$ cat config.mk
export PLATFORM = sky130hd
export DESIGN_NAME = ws2811_source_arbiter
export DESIGN_NICKNAME = d
export VERILOG_FILES = /design/src/rtl/ws2811_source_arbiter.sv
export SDC_FILE = /design/constraint.sdc
export NUM_CORES = 1
export LEC_CHECK = 0
export CAP_MARGIN = 20
export CORE_MARGIN = 2
export CORE_UTILIZATION = 43
export CTS_BUF_LIST = sky130_fd_sc_hd__clkbuf_8
export CTS_CLUSTER_DIAMETER = 80
export DETAILED_ROUTE_END_ITERATION = 10
export PLACE_DENSITY_LB_ADDON = 0.08
export SLEW_MARGIN = 20
export SYNTH_ARGS = -nofsm -noshare
export SYNTH_HDL_FRONTEND = slang
export SYNTH_SLANG_ARGS = --single-unit
$ cat constraint.sdc
create_clock -name clk -period 16.6 [get_ports clk]
set_clock_uncertainty 0.05 [all_clocks]
set_input_delay 4.98 -clock clk [delete_from_list [all_inputs] [get_ports clk]]
set_output_delay 4.98 -clock clk [all_outputs]
set_load 0.01 [all_outputs]
$ cat src/rtl/ws2811_source_arbiter.sv
// ws2811_source_arbiter: round-robin owner selection between NSRC colour
// sources feeding one ws2811 driver. Ownership only moves on a frame
// boundary (address wrapping to 0), with a minimum hold per owner and
// optional all-black frames between owners.
module ws2811_source_arbiter #(
   parameter int unsigned NSRC         = 4,
   parameter int unsigned NUM_LEDS     = 50,
   parameter int unsigned MIN_FRAMES   = 4,
   parameter int unsigned BLANK_FRAMES = 1
) (
   input  logic                 clk,
   input  logic                 reset,
   input  logic [7:0]           address,
   input  logic [NSRC-1:0]      req,
   input  logic [NSRC*24-1:0]   src_rgb,
   output logic [7:0]           red,
   output logic [7:0]           green,
   output logic [7:0]           blue,
   output logic [NSRC-1:0]      grant,
   output logic                 frame_start,
   output logic                 busy_blank
);

   localparam int unsigned OW = $clog2(NSRC);
   localparam int unsigned PW = OW + 1;

   localparam logic [0:0] ST_OWN   = 1'b0;
   localparam logic [0:0] ST_BLANK = 1'b1;

   logic [0:0]       state_q, state_d;
   logic [OW-1:0]    owner_q, owner_d;
   logic [OW-1:0]    next_owner_q, next_owner_d;
   logic [7:0]       hold_cnt_q, hold_cnt_d;
   logic [3:0]       blank_cnt_q, blank_cnt_d;
   logic [7:0]       prev_addr_q;
   logic [NSRC-1:0]  grant_q, grant_d;
   logic             frame_start_q;
   logic             busy_blank_q, busy_blank_d;

   logic             boundary;
   logic             rr_found;
   logic [OW-1:0]    rr_idx;
   logic [PW-1:0]    probe;
   logic [OW-1:0]    cand;
   logic             hold_done;
   logic [OW-1:0]    sel_owner;
   logic             blank_out;
   logic [23:0]      sel_rgb;

   // A new frame starts when an in-range zero address follows a non-zero one.
   assign boundary = (address == 8'd0) && (prev_addr_q != 8'd0)
                     && ({1'b0, address} < 9'(NUM_LEDS));

   assign hold_done = ({1'b0, hold_cnt_q} + 9'd1) >= 9'(MIN_FRAMES);

   // Round-robin search for the first requester after the current owner;
   // the owner itself is probed last (k == NSRC wraps back onto it).
   always_comb begin
      rr_found = 1'b0;
      rr_idx   = '0;
      probe    = '0;
      for (int unsigned k = 1; k <= NSRC; k++) begin
         probe = {1'b0, owner_q} + PW'(k);
         if (probe >= PW'(NSRC)) probe = probe - PW'(NSRC);
         if (!rr_found && req[probe[OW-1:0]]) begin
            rr_found = 1'b1;
            rr_idx   = probe[OW-1:0];
         end
      end
      // With nobody requesting, source 0 (default animation) takes over.
      cand = rr_found ? rr_idx : '0;
   end

   // Ownership/blanking decision, evaluated only on a boundary cycle.
   always_comb begin
      state_d      = state_q;
      owner_d      = owner_q;
      next_owner_d = next_owner_q;
      hold_cnt_d   = hold_cnt_q;
      blank_cnt_d  = blank_cnt_q;
      grant_d      = grant_q;
      busy_blank_d = busy_blank_q;
      if (boundary) begin
         case (state_q)
            ST_OWN: begin
               hold_cnt_d = (hold_cnt_q == 8'hFF) ? 8'hFF : hold_cnt_q + 8'd1;
               if (hold_done && (cand != owner_q)) begin
                  hold_cnt_d = '0;
                  if (BLANK_FRAMES != 0) begin
                     state_d      = ST_BLANK;
                     next_owner_d = cand;
                     blank_cnt_d  = 4'(BLANK_FRAMES);
                     grant_d      = '0;
                     busy_blank_d = 1'b1;
                  end else begin
                     owner_d = cand;
                     grant_d = NSRC'(1) << cand;
                  end
               end
            end
            default: begin
               blank_cnt_d = blank_cnt_q - 4'd1;
               if (blank_cnt_q == 4'd1) begin
                  state_d      = ST_OWN;
                  owner_d      = next_owner_q;
                  grant_d      = NSRC'(1) << next_owner_q;
                  hold_cnt_d   = '0;
                  busy_blank_d = 1'b0;
               end
            end
         endcase
      end
   end

   // Colour mux follows the next-state decision so pixel 0 of a new frame
   // already carries the new owner (or black); reset forces source 0.
   always_comb begin
      sel_owner = reset ? '0 : owner_d;
      blank_out = !reset && (state_d == ST_BLANK);
      sel_rgb   = '0;
      for (int unsigned i = 0; i < NSRC; i++) begin
         if (sel_owner == OW'(i)) sel_rgb = src_rgb[24*i +: 24];
      end
      if (blank_out) sel_rgb = '0;
   end

   // State registers with synchronous reset.
   always_ff @(posedge clk) begin
      if (reset) begin
         state_q       <= ST_OWN;
         owner_q       <= '0;
         next_owner_q  <= '0;
         hold_cnt_q    <= '0;
         blank_cnt_q   <= '0;
         prev_addr_q   <= '0;
         grant_q       <= NSRC'(1);
         frame_start_q <= 1'b0;
         busy_blank_q  <= 1'b0;
      end else begin
         state_q       <= state_d;
         owner_q       <= owner_d;
         next_owner_q  <= next_owner_d;
         hold_cnt_q    <= hold_cnt_d;
         blank_cnt_q   <= blank_cnt_d;
         prev_addr_q   <= address;
         grant_q       <= grant_d;
         frame_start_q <= boundary;
         busy_blank_q  <= busy_blank_d;
      end
   end

   assign red         = sel_rgb[23:16];
   assign green       = sel_rgb[15:8];
   assign blue        = sel_rgb[7:0];
   assign grant       = grant_q;
   assign frame_start = frame_start_q;
   assign busy_blank  = busy_blank_q;

endmodule

==> results of run 1 <==
area by class of cell:
type / count / share of cell area, %
Multi-Input combinational cell: 238 / 41.8
Sequential cell: 31 / 15.8
Inverter: 11 / 1.05
Clock inverter: 2 / 0.890
Timing Repair Buffer: 143 / 36.1
Tap cell: 72 / 2.29
Clock buffer: 6 / 2.10
worst max-delay path: cells and delay by family:
kind | cells | cell delay (ns)
AOI/OAI and AO/OA | 3 | 1.88
buffers and inverters | 2 | 0.93
muxes | 1 | 0.43
and+or+nand+nor | 2 | 0.68
sequential cells by signal (all words and copies together) (netlist names):
register,cells
hold_cnt_q,8
prev_addr_q,8
blank_cnt_q,4
grant,4
next_owner_q,2
owner_q,2
busy_blank,1
frame_start,1
state_q,1
metal layers:
layer / global-route usage [%] / vias to the layer above
met5: 0 / -
met4: 10.9 / 0
met3: 7.27 / 25
met2: 49.3 / 127
met1: 36.0 / 1410
li1: - / 1450
logic make-up (layout without fill, tap and decap cells):
logic type | Yosys count | in the layout | share of synthesized area [%]
fa+ha+maj | 4 | 4 | 2.06
simple gates | 115 | 115 | 25.4
mux | 12 | 12 | 5.71
flops | 31 | 31 | 25.5
buf+inv | 36 | 162 | 6.89
compound gates | 107 | 107 | 34.5
worst max path at each step:
stage               depth (start not counted)  endpoint  startpoint  slack (ns)
finish                                      8    red[1]  address[3]        2.65
global route                                8   blue[4]  address[3]        2.48
CTS                                         8    red[1]  address[3]        2.67
detailed placement                          8    red[1]  address[3]        2.68
global placement                            8    red[0]  address[3]        2.79
floorplan                                   7   blue[5]  address[3]        4.44
per-stage QoR:
step,util [%],std cells,instance area (um2)
finish,71.9,503,3940
global route,71.9,503,3940
CTS,71.9,503,3940
detailed placement,69.8,495,3820
global placement,69.8,495,3820
floorplan,-,305,2430
layout by cell type (no fill, tap or decap), drive strengths merged, types with 6 or more instances in the layout:
cell type / Yosys / layout
clkdlybuf4s50: 0 / 139
mux2: 9 / 9
clkbuf: 12 / 6
nor2: 23 / 23
a21oi: 25 / 25
a31oi: 8 / 8
nor2b: 12 / 12
nor3: 34 / 34
nand2: 15 / 15
inv: 11 / 11
nand3: 14 / 14
dfxtp: 31 / 31
o21ai: 11 / 11
a221oi: 35 / 35
where the power goes:
part,leakage (nW),internal [mW],switching [mW]
clock,0.0612,0.0485,0.0290
combinational,1.06,0.0329,0.0130
sequential,0.252,0.0754,0.000478
==> impl_metrics.json, run 1 <==
{
  "fill_cells": 437,
  "boundaryPins": 140,
  "dr.first_iter.drc_count": 211,
  "power_mw": 0.199,
  "vias": 3012,
  "rows": 27,
  "end_kind": "output port",
  "syn_nets": 419,
  "die_h_um": 79.2,
  "detail_route.vias_per_cell": 5.99,
  "cp_common_cell": "clkdlybuf4s50_1",
  "synth_flop_cell": "dfxtp_1",
  "die-area_um2": 6270,
  "yosysTopAreaCell": "dfxtp_1",
  "timing.final.ws_setup_ns": 2.65,
  "netlist_area_um2": 2430,
  "holdBufCountCts": 0,
  "worstPathMaxFanout": 24,
  "diodes": 0,
  "grt_antenna_before_repair": 0,
  "drive_above_1_share_pct": 8.58,
  "grt_setup_unrepaired": "no",
  "synth_top_area_share_pct": 25.5,
  "hold_ws_ns": 0.413,
  "crit_path_max_incr_delay_ns": 0.94,
  "leakagePower_nw": 1.37,
  "criticalPathCategory": "in2out",
  "cts_resized": 0,
  "maxSlewHeadroom_pct": 29.6,
  "drc_errors": 0,
  "regToRegEndpoint": "owner_q[0]",
  "io_buffers": 139,
  "wl_met2_um": 4280,
  "startpoint_type": "input pin",
  "grt-ovfl-total": 0,
  "routed_wl_um": 8980,
  "place_hpwl_um": 6790,
  "finalHoldViolations": 0,
  "grt_usage_pct": 29.3,
  "post_cts_buffers": 0,
  "power.density_nw_per_um2": 50.6,
  "reg2regPathDepth": 4,
  "synth_edf_count": 0,
  "slowest_stage": "o32a_1",
  "setup_tns_ns": 0,
  "yosysWarnings": 0,
  "seq_area_um2": 621,
  "dpl_worst_slack_ns": 2.68,
  "cp.arrival_ns": 8.92,
  "synthDistinctLibCells": 61,
  "postSynth.asyncResetShare_pct": 0,
  "avgRoutedWirePerCell_um": 17.8,
  "drv_cap": 0,
  "cp.required_ns": 11.57,
  "vdd_drop_max_v": 0.0000410,
  "synth_seq_cells": 31,
  "reg2reg_from": "state_q",
  "tightest_slew_ns": 1.05,
  "gp_congestion": 0.921,
  "whs_endpoint": "busy_blank",
  "dr.pass1.iters": 4,
  "top_layer": "met4",
  "fin_crit_sh_pct": 84.0,
  "multi_input_area_um2": 1640,
  "core_region_area_um2": 5470,
  "grt_max_degree": 34,
  "clk-insertion-delay-late_ns": 0.29,
  "wl_met1_um": 3780,
  "ff2ff_setup_slack_ns": 13.65,
  "hold_path.class": "reg2reg",
  "areaGrowthSynthToFinish_pct": 61.8,
  "clockBufferDepth": 2,
  "met3_length_um": 629,
  "drv_slew": 0,
  "numCtsBuffers": 5,
  "ys_top_cells_by_count": "a221oi_1 (34), nor3_1 (33), dfxtp_1 (31)",
  "avgSynthCellArea_um2": 7.97,
  "cts_tree": "done",
  "clk_pin_slew_ns": 0.06,
  "die_w_um": 79.2,
  "synthCells": 305,
  "ant_nets": 0,
  "hold_start": "busy_blank",
  "htreeDepth": 2,
  "status": "finished clean",
  "grt_pass1_vias": 2932,
  "cts_sinks": 31,
  "setup_viol": 0,
  "initial_core_util_pct": 44.4,
  "cts-root-buf": "clkbuf_8",
  "yosysMostFrequentCell": "a221oi_1",
  "fmax_ghz": 0.0717,
  "whs_path_depth": 2,
  "finalCriticalPeriod_ns": 13.95,
  "synth-seq-area-share_pct": 25.5,
  "cp_cell_sequence": "clkdlybuf4s50_1 -> or4_4 -> a2111oi_4 -> o32a_1 -> mux2_2 -> a221oi_1 -> nor3_1 -> clkdlybuf4s50_1",
  "final_nets": 544,
  "synth.area.top_cells": "dfxtp_1 (26%), a221oi_1 (12%), nor3_1 (6.8%), a21oi_1 (4.7%), nor2_1 (3.5%)",
  "grt_pass1_wl_um": 14500
}
(Power assumes the default switching activity.)
==> inputs of run 2 (changes only) <==
Settings changed: CORE_UTILIZATION 43 to 40.
Clock period 16.6 ns to 13.4 ns, I/O delays scaled along.
==> run 2 against run 1 <==
Net effect:
- via count down 1.0%
- worst hold slack worse by 0.0015 ns
- sequential share of layout area about the same
- utilization shrank 5.2 points
- global-route usage is 2.4 points lower
- largest cell class unchanged
==> impl_metrics.json, run 2 (synthesis results as in run 1) <==
{
  "status": "finished clean",
  "die_w_um": 82.0,
  "crit_path_max_incr_delay_ns": 0.69,
  "crit_family": "compound AO/OA/AOI/OAI gates",
  "hold_ws_ns": 0.411,
  "timing.final.ws_setup_ns": 1.63,
  "drc_errors": 0,
  "areaGrowthSynthToFinish_pct": 61.5,
  "detail_route.vias_per_cell": 5.88,
  "dp.cells": 499,
  "reg.largest.list": "hold_cnt_q: 8 flops, prev_addr_q: 8 flops",
  "finalHoldViolations": 0,
  "drv_slew": 0,
  "end_kind": "output port",
  "setup_viol": 0,
  "mostFrequentLayoutCells": "clkdlybuf4s50_1 (139), a221oi_1 (34), nor3_1 (33)",
  "ant_nets": 0,
  "grt_pass1_vias": 2861,
  "post_cts_buffers": 0,
  "cp.arrival_ns": 7.70,
  "cts_tree": "done",
  "path_buf_inv": 3,
  "cts_sinks": 31,
  "clk_pin_slew_ns": 0.06,
  "gp_congestion": 0.825,
  "vdd_drop_max_v": 0.0000667,
  "startpoint_type": "input pin",
  "boundaryPins": 140,
  "grt-ovfl-total": 0,
  "grt_usage_pct": 26.9,
  "routed_wl_um": 9020,
  "cp_common_cell": "clkdlybuf4s50_1",
  "multi_input_area_um2": 1640,
  "die-area_um2": 6720,
  "final_nets": 545,
  "cts_resized": 0,
  "holdBufCountCts": 0,
  "rows": 28,
  "finalCriticalPeriod_ns": 11.77,
  "clk-insertion-delay-late_ns": 0.29,
  "final_common_cell": "clkdlybuf4s50_1",
  "maxSlewHeadroom_pct": 43.9,
  "hold_path.class": "reg2reg",
  "vias": 2981,
  "drv_cap": 0,
  "numCtsBuffers": 5,
  "avgRoutedWirePerCell_um": 17.8,
  "fmax_ghz": 0.0849,
  "dr.pass1.iters": 5,
  "place_hpwl_um": 6950,
  "io_buffers": 139,
  "worstPathMaxFanout": 13,
  "grt_antenna_before_repair": 0,
  "tightest_slew_ns": 0.838,
  "dpl_worst_slack_ns": 1.63,
  "power.density_nw_per_um2": 58.7,
  "power_mw": 0.230,
  "fill_cells": 512,
  "post_dp_cell_area_um2": 3830,
  "die_h_um": 82.0,
  "finalNonFillerCells": 507,
  "finish.utilization_pct": 66.8,
  "grt_setup_unrepaired": "no",
  "cts-root-buf": "clkbuf_8",
  "design_area_um2": 3930,
  "grt_pass1_wl_um": 13800,
  "fin_crit_sh_pct": 87.9,
  "core_region_area_um2": 5890,
  "dr.first_iter.drc_count": 179,
  "cp_cell_sequence": "clkdlybuf4s50_1 -> or4_4 -> a2111oi_4 -> o32a_1 -> buf_4 -> mux2_4 -> a222oi_1 -> nor2_1 -> clkdlybuf4s50_1",
  "htreeDepth": 2,
  "initial_core_util_pct": 41.3,
  "grt_max_degree": 26,
  "slowest_stage": "a2111oi_4",
  "criticalPathCategory": "in2out",
  "leakagePower_nw": 1.37,
  "cp.required_ns": 9.33,
  "drive_above_1_share_pct": 8.56,
  "seq_area_um2": 621,
  "diodes": 0,
  "clockBufferDepth": 2,
  "setup_tns_ns": 0
}
[run 2: cell types whose count changed in the layout (fill, tap and decap cells not counted)]
cell / change
clkinv_2: -1
clkbuf_8: +1
buf_4: +1
inv_1: +1
bufinv_16: -1
[run 2: area by class of cell]
class                      instances  share of cell area [%]
clock buffer                       7                    2.45
clock inverter                     1                  0.0955
inverter                          11                    1.05
sequential                        31                    15.8
tap                               75                    2.39
timing repair buffer             144                    36.4
multi-input combinational        238                    41.8
[run 2: power breakdown]
| group | leakage (nW) | switching (mW) | internal (mW) | total, mW |
|---|---|---|---|---|
| logic | 1.06 | 0.0163 | 0.0407 | 0.0570 |
| clock network | 0.0557 | 0.0333 | 0.0460 | 0.0793 |
| registers | 0.252 | 0.000609 | 0.0935 | 0.0941 |
[run 2: final timing paths]
kind	from	endpoint	depth (start not counted)	slack [ns]
max	address[3]	red[5]	9	1.63
min	busy_blank	busy_blank	2	0.41
max reg2reg	state_q	owner_q[1]	4	10.50
min reg2reg	busy_blank	busy_blank	2	0.41
[run 2: metal layers]
| layer | track usage, % | vias up | share of wire (%) |
|---|---|---|---|
| li1 | - | 1444 | - |
| met5 | 0 | - | 0 |
| met2 | 46.6 | 126 | 48 |
| met4 | 10.5 | 0 | 3.5 |
| met1 | 31.7 | 1384 | 41 |
| met3 | 6.59 | 27 | 6.9 |
[run 2: worst min-delay path, delay by kind of cell, from the launching register on]
family / cells / cell delay (ns)
DFF: 1 / 0.31
and+or+nand+nor: 1 / 0.05
AOI/OAI and AO/OA: 1 / 0.05
==> inputs of run 3 (changes only) <==
Settings changed: CORE_MARGIN 2 to 3.
==> run 3 against run 2 <==
Net effect:
- via count is 0.54% higher
- utilization is 2.3 points higher
- total power rose by 6.7%
- first-iteration DRC count decreased by 18%
- global-route usage down 1.4 points
- design area rose by 0.35%
- register-to-register slack improved by 0.06 ns
- critical path depth unchanged
- combinational power barely moved
- non-clock buffer count decreased by 1
- worst setup slack got worse by 0.020 ns
- critical path type unchanged
- critical endpoint is now blue[4]
==> impl_metrics.json, run 3 (synthesis results as in run 1) <==
{
  "clockBufferDepth": 2,
  "power.density_nw_per_um2": 62.4,
  "maxSlewHeadroom_pct": 45.9,
  "post_cts_buffers": 0,
  "grt_pass1_vias": 3054,
  "cts_sinks": 31,
  "grt_pass1_wl_um": 14800,
  "grt_max_degree": 26,
  "dp.cells": 495,
  "holdBufCountCts": 0,
  "diodes": 0,
  "cts-root-buf": "clkbuf_8",
  "hold_start": "busy_blank",
  "dr.pass1.iters": 4,
  "io_buffers": 139,
  "boundaryPins": 140,
  "criticalPathCategory": "in2out",
  "finalCriticalPeriod_ns": 11.79,
  "hold_path.class": "reg2reg",
  "grt_antenna_before_repair": 0,
  "initial_core_util_pct": 42.6,
  "reg2reg_from": "state_q",
  "cp.required_ns": 9.33,
  "die_h_um": 84.0,
  "finalNonFillerCells": 503,
  "worstPathMaxFanout": 14,
  "grt_setup_unrepaired": "no",
  "vdd_drop_max_v": 0.0000709,
  "cts_tree": "done",
  "place_hpwl_um": 7310,
  "fill_cells": 497,
  "drive_above_1_share_pct": 8.58,
  "status": "finished clean",
  "clk_pin_slew_ns": 0.06,
  "die_w_um": 84.0,
  "grt_usage_pct": 25.4,
  "whs_endpoint": "busy_blank",
  "cts_resized": 0,
  "detail_route.vias_per_cell": 5.96,
  "regToRegEndpoint": "owner_q[1]",
  "clk-insertion-delay-late_ns": 0.28,
  "drv_cap": 0,
  "drc_errors": 0,
  "startpoint_type": "input pin",
  "drv_slew": 0,
  "grt-ovfl-total": 0,
  "routed_wl_um": 9310,
  "end_kind": "output port",
  "mostFrequentLayoutCells": "clkdlybuf4s50_1 (139), a221oi_1 (34), nor3_1 (33)",
  "cp.arrival_ns": 7.72,
  "rows": 27,
  "leakagePower_nw": 1.37,
  "avgRoutedWirePerCell_um": 18.5,
  "areaGrowthSynthToFinish_pct": 62.1,
  "final_nets": 544,
  "reg.largest.list": "hold_cnt_q: 8 flops, prev_addr_q: 8 flops",
  "finalHoldViolations": 0,
  "htreeDepth": 2,
  "tightest_slew_ns": 0.807,
  "die-area_um2": 7050,
  "vias": 2997,
  "fmax_ghz": 0.0848,
  "whs_path_depth": 2,
  "ant_nets": 0,
  "final_common_cell": "clkdlybuf4s50_1",
  "fin_crit_sh_pct": 88.0,
  "crit_start": "address[3]",
  "core_region_area_um2": 5710,
  "ff2ff_setup_slack_ns": 10.56,
  "setup_viol": 0,
  "reg2regPathDepth": 4,
  "numCtsBuffers": 5,
  "setup_tns_ns": 0,
  "gp_congestion": 0.881,
  "dr.first_iter.drc_count": 146
}
## run 3: layout make-up
cell class	instances	area, um2	area share [%]
Sequential cell	31	621	15.7
Timing Repair Buffer	143	1420	36.1
Clock buffer	6	82.6	2.09
Tap cell	72	90.1	2.28
Clock inverter	2	35.0	0.889
Inverter	11	41.3	1.05
Multi-Input combinational cell	238	1650	41.9
## run 3: through the flow
step	utilization (%)	setup slack (ns)	cell area (um2)	hold slack, ns	power [mW]
final	69.1	1.61	3940	0.425	0.246
after global routing	69.1	1.39	3940	0.447	0.255
after CTS	69.1	1.60	3940	0.420	0.246
after detailed placement	67.0	1.61	3820	0.411	0.153
after global placement	66.9	1.63	3820	0.403	0.153
after floorplan	-	3.16	2430	0.420	0.110
## run 3: worst max path at each step
stage,cells past startpoint,endpoint,slack [ns]
floorplan,7,blue[5],3.16
CTS,9,blue[4],1.60
global placement,9,blue[4],1.63
finish,9,blue[4],1.61
global route,9,blue[4],1.39
detailed placement,9,blue[4],1.61
## run 3: metal layers
| layer | up-vias | global-route usage (%) | part of all wire [%] |
|---|---|---|---|
| li1 | 1446 | - | - |
| met3 | 13 | 10.4 | 9.9 |
| met2 | 114 | 46.5 | 51 |
| met1 | 1424 | 26.8 | 37 |
| met5 | - | 0 | 0 |
| met4 | 0 | 6.87 | 1.8 |
## run 3: power breakdown
part / total [mW] / internal, mW / leakage [nW] / switching (mW)
Combinational: 0.0572 / 0.0407 / 1.06 / 0.0165
Clock: 0.0945 / 0.0601 / 0.0612 / 0.0344
Sequential: 0.0942 / 0.0935 / 0.252 / 0.000698
## run 3: critical path, cell delays in order
cell and delay, ns:
clkdlybuf4s50_1 0.42, or4_4 0.59, a2111oi_4 0.66, o32a_1 0.55, buf_4 0.30, mux2_2 0.35
a221oi_1 0.24, nor3_1 0.08, clkdlybuf4s50_1 0.51
==> variant 1: new RTL, config.mk and constraints of run 2 <==
Take the reset off `prev_addr_q` and load it in a clocked block of its own.
--- a/src/rtl/ws2811_source_arbiter.sv
+++ b/src/rtl/ws2811_source_arbiter.sv
@@ -132,7 +132,6 @@
          next_owner_q  <= '0;
          hold_cnt_q    <= '0;
          blank_cnt_q   <= '0;
-         prev_addr_q   <= '0;
          grant_q       <= NSRC'(1);
          frame_start_q <= 1'b0;
          busy_blank_q  <= 1'b0;
@@ -142,11 +141,14 @@
          next_owner_q  <= next_owner_d;
          hold_cnt_q    <= hold_cnt_d;
          blank_cnt_q   <= blank_cnt_d;
-         prev_addr_q   <= address;
          grant_q       <= grant_d;
          frame_start_q <= boundary;
          busy_blank_q  <= busy_blank_d;
       end
+   end
+
+   always_ff @(posedge clk) begin
+      prev_addr_q <= address;
    end
 
    assign red         = sel_rgb[23:16];
Behaviour: not the same (Yosys sat finds a counterexample within 4 cycles, from zero or initial values and one cycle with reset high).
==> variant 1 against run 2 <==
Sequential cell count is the same; design area shrank 6.9%; area after synthesis shrank 11%; worst setup slack gained 0.46 ns; first-iteration DRC count shrank 38%; power shrank 7.4%; sequential share of layout area grew 1.2 points; routed wire length shrank 21%; critical path type unchanged; largest cell class unchanged.
==> variant 1: results (changes against run 2) <==
[setup_path]
crit_path_end = red[6]  ; was red[5]
timing.critical_path.arrival_ns = 7.24  ; was 7.70 ns
setup.reg_to_reg.worst_slack_ns = 10.73  ; was 10.50 ns
rr_worst_depth = 6  ; was 4
path_delay_family = buffers and inverters  ; was compound AO/OA/AOI/OAI gates
cp_slowest_cell = sky130_fd_sc_hd__buf_4  ; was sky130_fd_sc_hd__a2111oi_4
crit_fanout = 48  ; was 13
critical_path.reg2reg.startpoint = hold_cnt_q[0]  ; was state_q
startpoint = address[7]  ; was address[3]
max_stage_delay_ns = 0.62  ; was 0.69 ns

[yosys]
synth_common_cells = 52 x sky130_fd_sc_hd__mux2i_1, 31 x sky130_fd_sc_hd__dfxtp_1, 24 x sky130_fd_sc_hd__o22ai_1  ; was 34 x sky130_fd_sc_hd__a221oi_1, 33 x sky130_fd_sc_hd__nor3_1, 31 x sky130_fd_sc_hd__dfxtp_1
syn_area_per_cell_um2 = 8.52  ; was 7.97 um^2
synthesis.nets = 368  ; was 419
synth_sequential_area_ratio = 0.287  ; was 0.255
post_synth_main_area_contributors = sky130_fd_sc_hd__dfxtp_1 29%, sky130_fd_sc_hd__mux2i_1 24%, sky130_fd_sc_hd__o22ai_1 6.9%  ; was sky130_fd_sc_hd__dfxtp_1 26%, sky130_fd_sc_hd__a221oi_1 12%, sky130_fd_sc_hd__nor3_1 6.8%

[grt]
groute.layer.met3.usage = 0.0977  ; was 0.0659
grt_pass1_vias = 2405  ; was 2,861
global_route.usage.total = 0.231  ; was 0.269
largest_net_degree_at_the_start_of_global_routing = 49  ; was 26
grt_pass1_wl_um = 11200  ; was 13,800 um
gr-usage-met2 = 0.417  ; was 0.466

[placement]
placed_instance_count = 451  ; was 499
dp_hpwl_um = 5600  ; was 6950 um
gp_congestion = 0.805  ; was 0.825

[layout]
total_number_of_nets_in_the_final_design = 502  ; was 545
drive_gt1_frac = 0.0388  ; was 0.0856
layout.cells.non_filler = 457  ; was 507

[detailed_routing]
avgRoutedWirePerCell_um = 15.7  ; was 17.8 um
wl_met3_um = 749  ; was 625 um
detailroute.wirelength.met2_um = 3600  ; was 4360 um
first_iter_violations = 111  ; was 179

[run_status]
run_status = completed  ; unchanged

[pwr]
leakagePower_uw = 0.00161  ; was 0.00137 uW
comb-power_uw = 54.2  ; was 57.0 uW
power.clock.fraction = 0.306  ; was 0.344
netSwitchingFraction = 0.218  ; about the same

[hold_path]
min-delay-start = grant[1]  ; was busy_blank
whs_endpoint = grant[1]  ; was busy_blank

[sta]
worst_slew_margin_rel = 0.497  ; was 0.439

==> variant 1: logic make-up after synthesis <==
| family | after synthesis | synth area share |
|---|---|---|
| AO/OA/AOI/OAI | 72 | 0.207 |
| AND/OR/NAND/NOR | 67 | 0.166 |
| multiplexers | 54 | 0.256 |
| flip-flops | 31 | 0.287 |
| buffers and inverters | 26 | 0.0607 |
| adder cells (fa/ha/maj) | 4 | 0.0231 |
==> variant 1: cell type report <==
class | count | area [um^2]
Fill cell | 412 | 1520
Multi-Input combinational cell | 197 | 1430
Timing Repair Buffer | 141 | 1410
Sequential cell | 31 | 621
Tap cell | 70 | 87.6
Clock buffer | 5 | 68.8
Inverter | 12 | 45.0
Clock inverter | 1 | 3.75
==> variant 1: metrics by stage <==
step                power, uW  hold slack (ns)  cell area, um^2  setup slack, ns
finish                    213            0.409             3660             2.09
global route              222            0.448             3660             1.88
CTS                       215            0.414             3660             2.08
detailed placement        150            0.399             3580             2.09
global placement          149            0.400             3580             2.17
floorplan                 108            0.406             2160             3.71
==> variant 2: new RTL, flow settings as in run 2 <==
Made on the original files. Change the parameter `NSRC` from 4 to 8.
--- a/src/rtl/ws2811_source_arbiter.sv
+++ b/src/rtl/ws2811_source_arbiter.sv
@@ -3,7 +3,7 @@
 // boundary (address wrapping to 0), with a minimum hold per owner and
 // optional all-black frames between owners.
 module ws2811_source_arbiter #(
-   parameter int unsigned NSRC         = 4,
+   parameter int unsigned NSRC         = 8,
    parameter int unsigned NUM_LEDS     = 50,
    parameter int unsigned MIN_FRAMES   = 4,
    parameter int unsigned BLANK_FRAMES = 1
Interface: changed (resized grant, req and src_rgb); port bits go from 140 to 244. The function was not compared with the original's and may differ.
==> variant 2 against run 2 <==
Routed wire length up 110%; maximum frequency shrank 3.8%; non-clock buffer count grew 108; design area increased by 84%; combinational power rose to 2.6 times the old value; count of clock-buffer cells in the layout is 2 lower; worst setup slack got worse by 0.46 ns; sequential cell count rose by 6; hold slack improved by 0.020 ns; area after synthesis rose by 89%; power rose by 68%; largest power group is now combinational logic; clock power increased by 49%; highest routed layer unchanged.
==> variant 2: results (changes against run 2) <==
[placement]
postPlaceCellArea_um2 = 7090  ; was 3830 um^2
gp_congestion = 0.938  ; was 0.825
dp_hpwl_um = 15500  ; was 6950 um
placed_instance_count = 901  ; was 499

[detailed_routing]
wirelength_met1_um = 7330  ; was 3730 um
first_iter_violations = 425  ; was 179
detail_route.vias_per_cell = 5.89  ; was 5.88
detailroute.wirelength.met2_um = 9300  ; was 4360 um
wl_met3_um = 1390  ; was 625 um
route.final.wire_length_um = 18800  ; was 9020 um
drt-pass1-iter-count = 7  ; was 5
avgRoutedWirePerCell_um = 20.5  ; was 17.8 um

[grt]
groute.layer.met3.usage = 0.0662  ; was 0.0659
grt_pass1_wl_um = 28400  ; was 13,800 um
grt_util_met1 = 0.354  ; was 0.317
grt_pass1_vias = 5172  ; was 2,861
antenna_violations_before_repair = 5  ; was 0
global_route.usage.total = 0.290  ; was 0.269
gr-usage-met2 = 0.488  ; was 0.466

[yosys]
synthesis.nets = 765  ; was 419
synth_largest_area_cell = sky130_fd_sc_hd__mux2i_1  ; was sky130_fd_sc_hd__dfxtp_1
synth_sequential_area_ratio = 0.161  ; was 0.255
post_synth_main_area_contributors = sky130_fd_sc_hd__mux2i_1 19%, sky130_fd_sc_hd__dfxtp_1 16%, sky130_fd_sc_hd__mux4_2 11%  ; was sky130_fd_sc_hd__dfxtp_1 26%, sky130_fd_sc_hd__a221oi_1 12%, sky130_fd_sc_hd__nor3_1 6.8%

[layout]
drive_gt1_frac = 0.0992  ; was 0.0856
fillerInstances = 955  ; was 512
total_number_of_nets_in_the_final_design = 981  ; was 545

[pwr]
vdd_drop_max_v = 0.0000642  ; was 0.0000667 V
power.density_cell_area_nw_per_um2 = 53.5  ; was 58.7 nW/um^2
leakagePower_uw = 0.00246  ; was 0.00137 uW

[setup_path]
rr_worst_depth = 12  ; was 4
r2r_end = next_owner_q[1]  ; was owner_q[1]
critical_path.reg2reg.startpoint = owner_q[1]  ; was state_q
setup.reg_to_reg.worst_slack_ns = 8.86  ; was 10.50 ns
crit_fanout = 17  ; was 13

[sta]
fin_worst_hold_slack_ns = 0.431  ; was 0.411 ns

[run_status]
run_status = completed  ; unchanged

[clock_network]
worst_setup_hold_path_clk_slew_ns = 0.08  ; was 0.06 ns

-- variant 2: changes by cell type in the layout (fill, tap and decap cells not counted), sizes merged, moves of 7 or more --
cell / delta
nand2: +31
o21ai: +11
inv: +8
clkdlybuf4s50: +104
mux2i: +84
mux4: +23
a21oi: +17
o211ai: +7
a221oi: -33
-- variant 2: critical path: cells and delay by family --
kind | cells | cell delay, ns
compound gates | 4 | 0.97
buf+inv | 3 | 1.36
mux | 1 | 0.56
simple gates | 4 | 1.23
-- variant 2: cells by family (layout without fill, tap and decap cells) --
logic type | Yosys count | after routing | synth area share
buf+inv | 62 | 279 | 0.0617
fa+ha+maj | 6 | 6 | 0.0163
mux | 119 | 119 | 0.324
other cells | 0 | 5 | 0
compound gates | 153 | 153 | 0.232
xor+xnor | 4 | 4 | 0.00925
simple gates | 168 | 168 | 0.196
flops | 37 | 37 | 0.161
-- variant 2: worst max-delay path by stage --
stage,from,end,slack [ns],cells after the start
final,req[4],red[7],1.16,12
after global routing,address[0],green[0],0.91,11
after CTS,address[0],green[0],1.17,11
after detailed placement,address[0],green[0],1.19,11
after global placement,address[0],green[0],1.23,11
after floorplan,address[0],green[2],2.63,9
-- variant 2: final cells by class --
| cell class | instances | area share |
|---|---|---|
| Clock inverter | 3 | 0.00950 |
| Antenna cell | 5 | 0.00173 |
| Timing Repair Buffer | 252 | 0.347 |
| Multi-Input combinational cell | 450 | 0.496 |
| Sequential cell | 37 | 0.102 |
| Inverter | 19 | 0.00984 |
| Clock buffer | 5 | 0.00950 |
| Tap cell | 143 | 0.0247 |
-- variant 2: report_power, final --
| part | internal (uW) | switching (uW) |
|---|---|---|
| clock network | 74.9 | 42.6 |
| logic | 96.3 | 50.4 |
| registers | 117 | 6.27 |
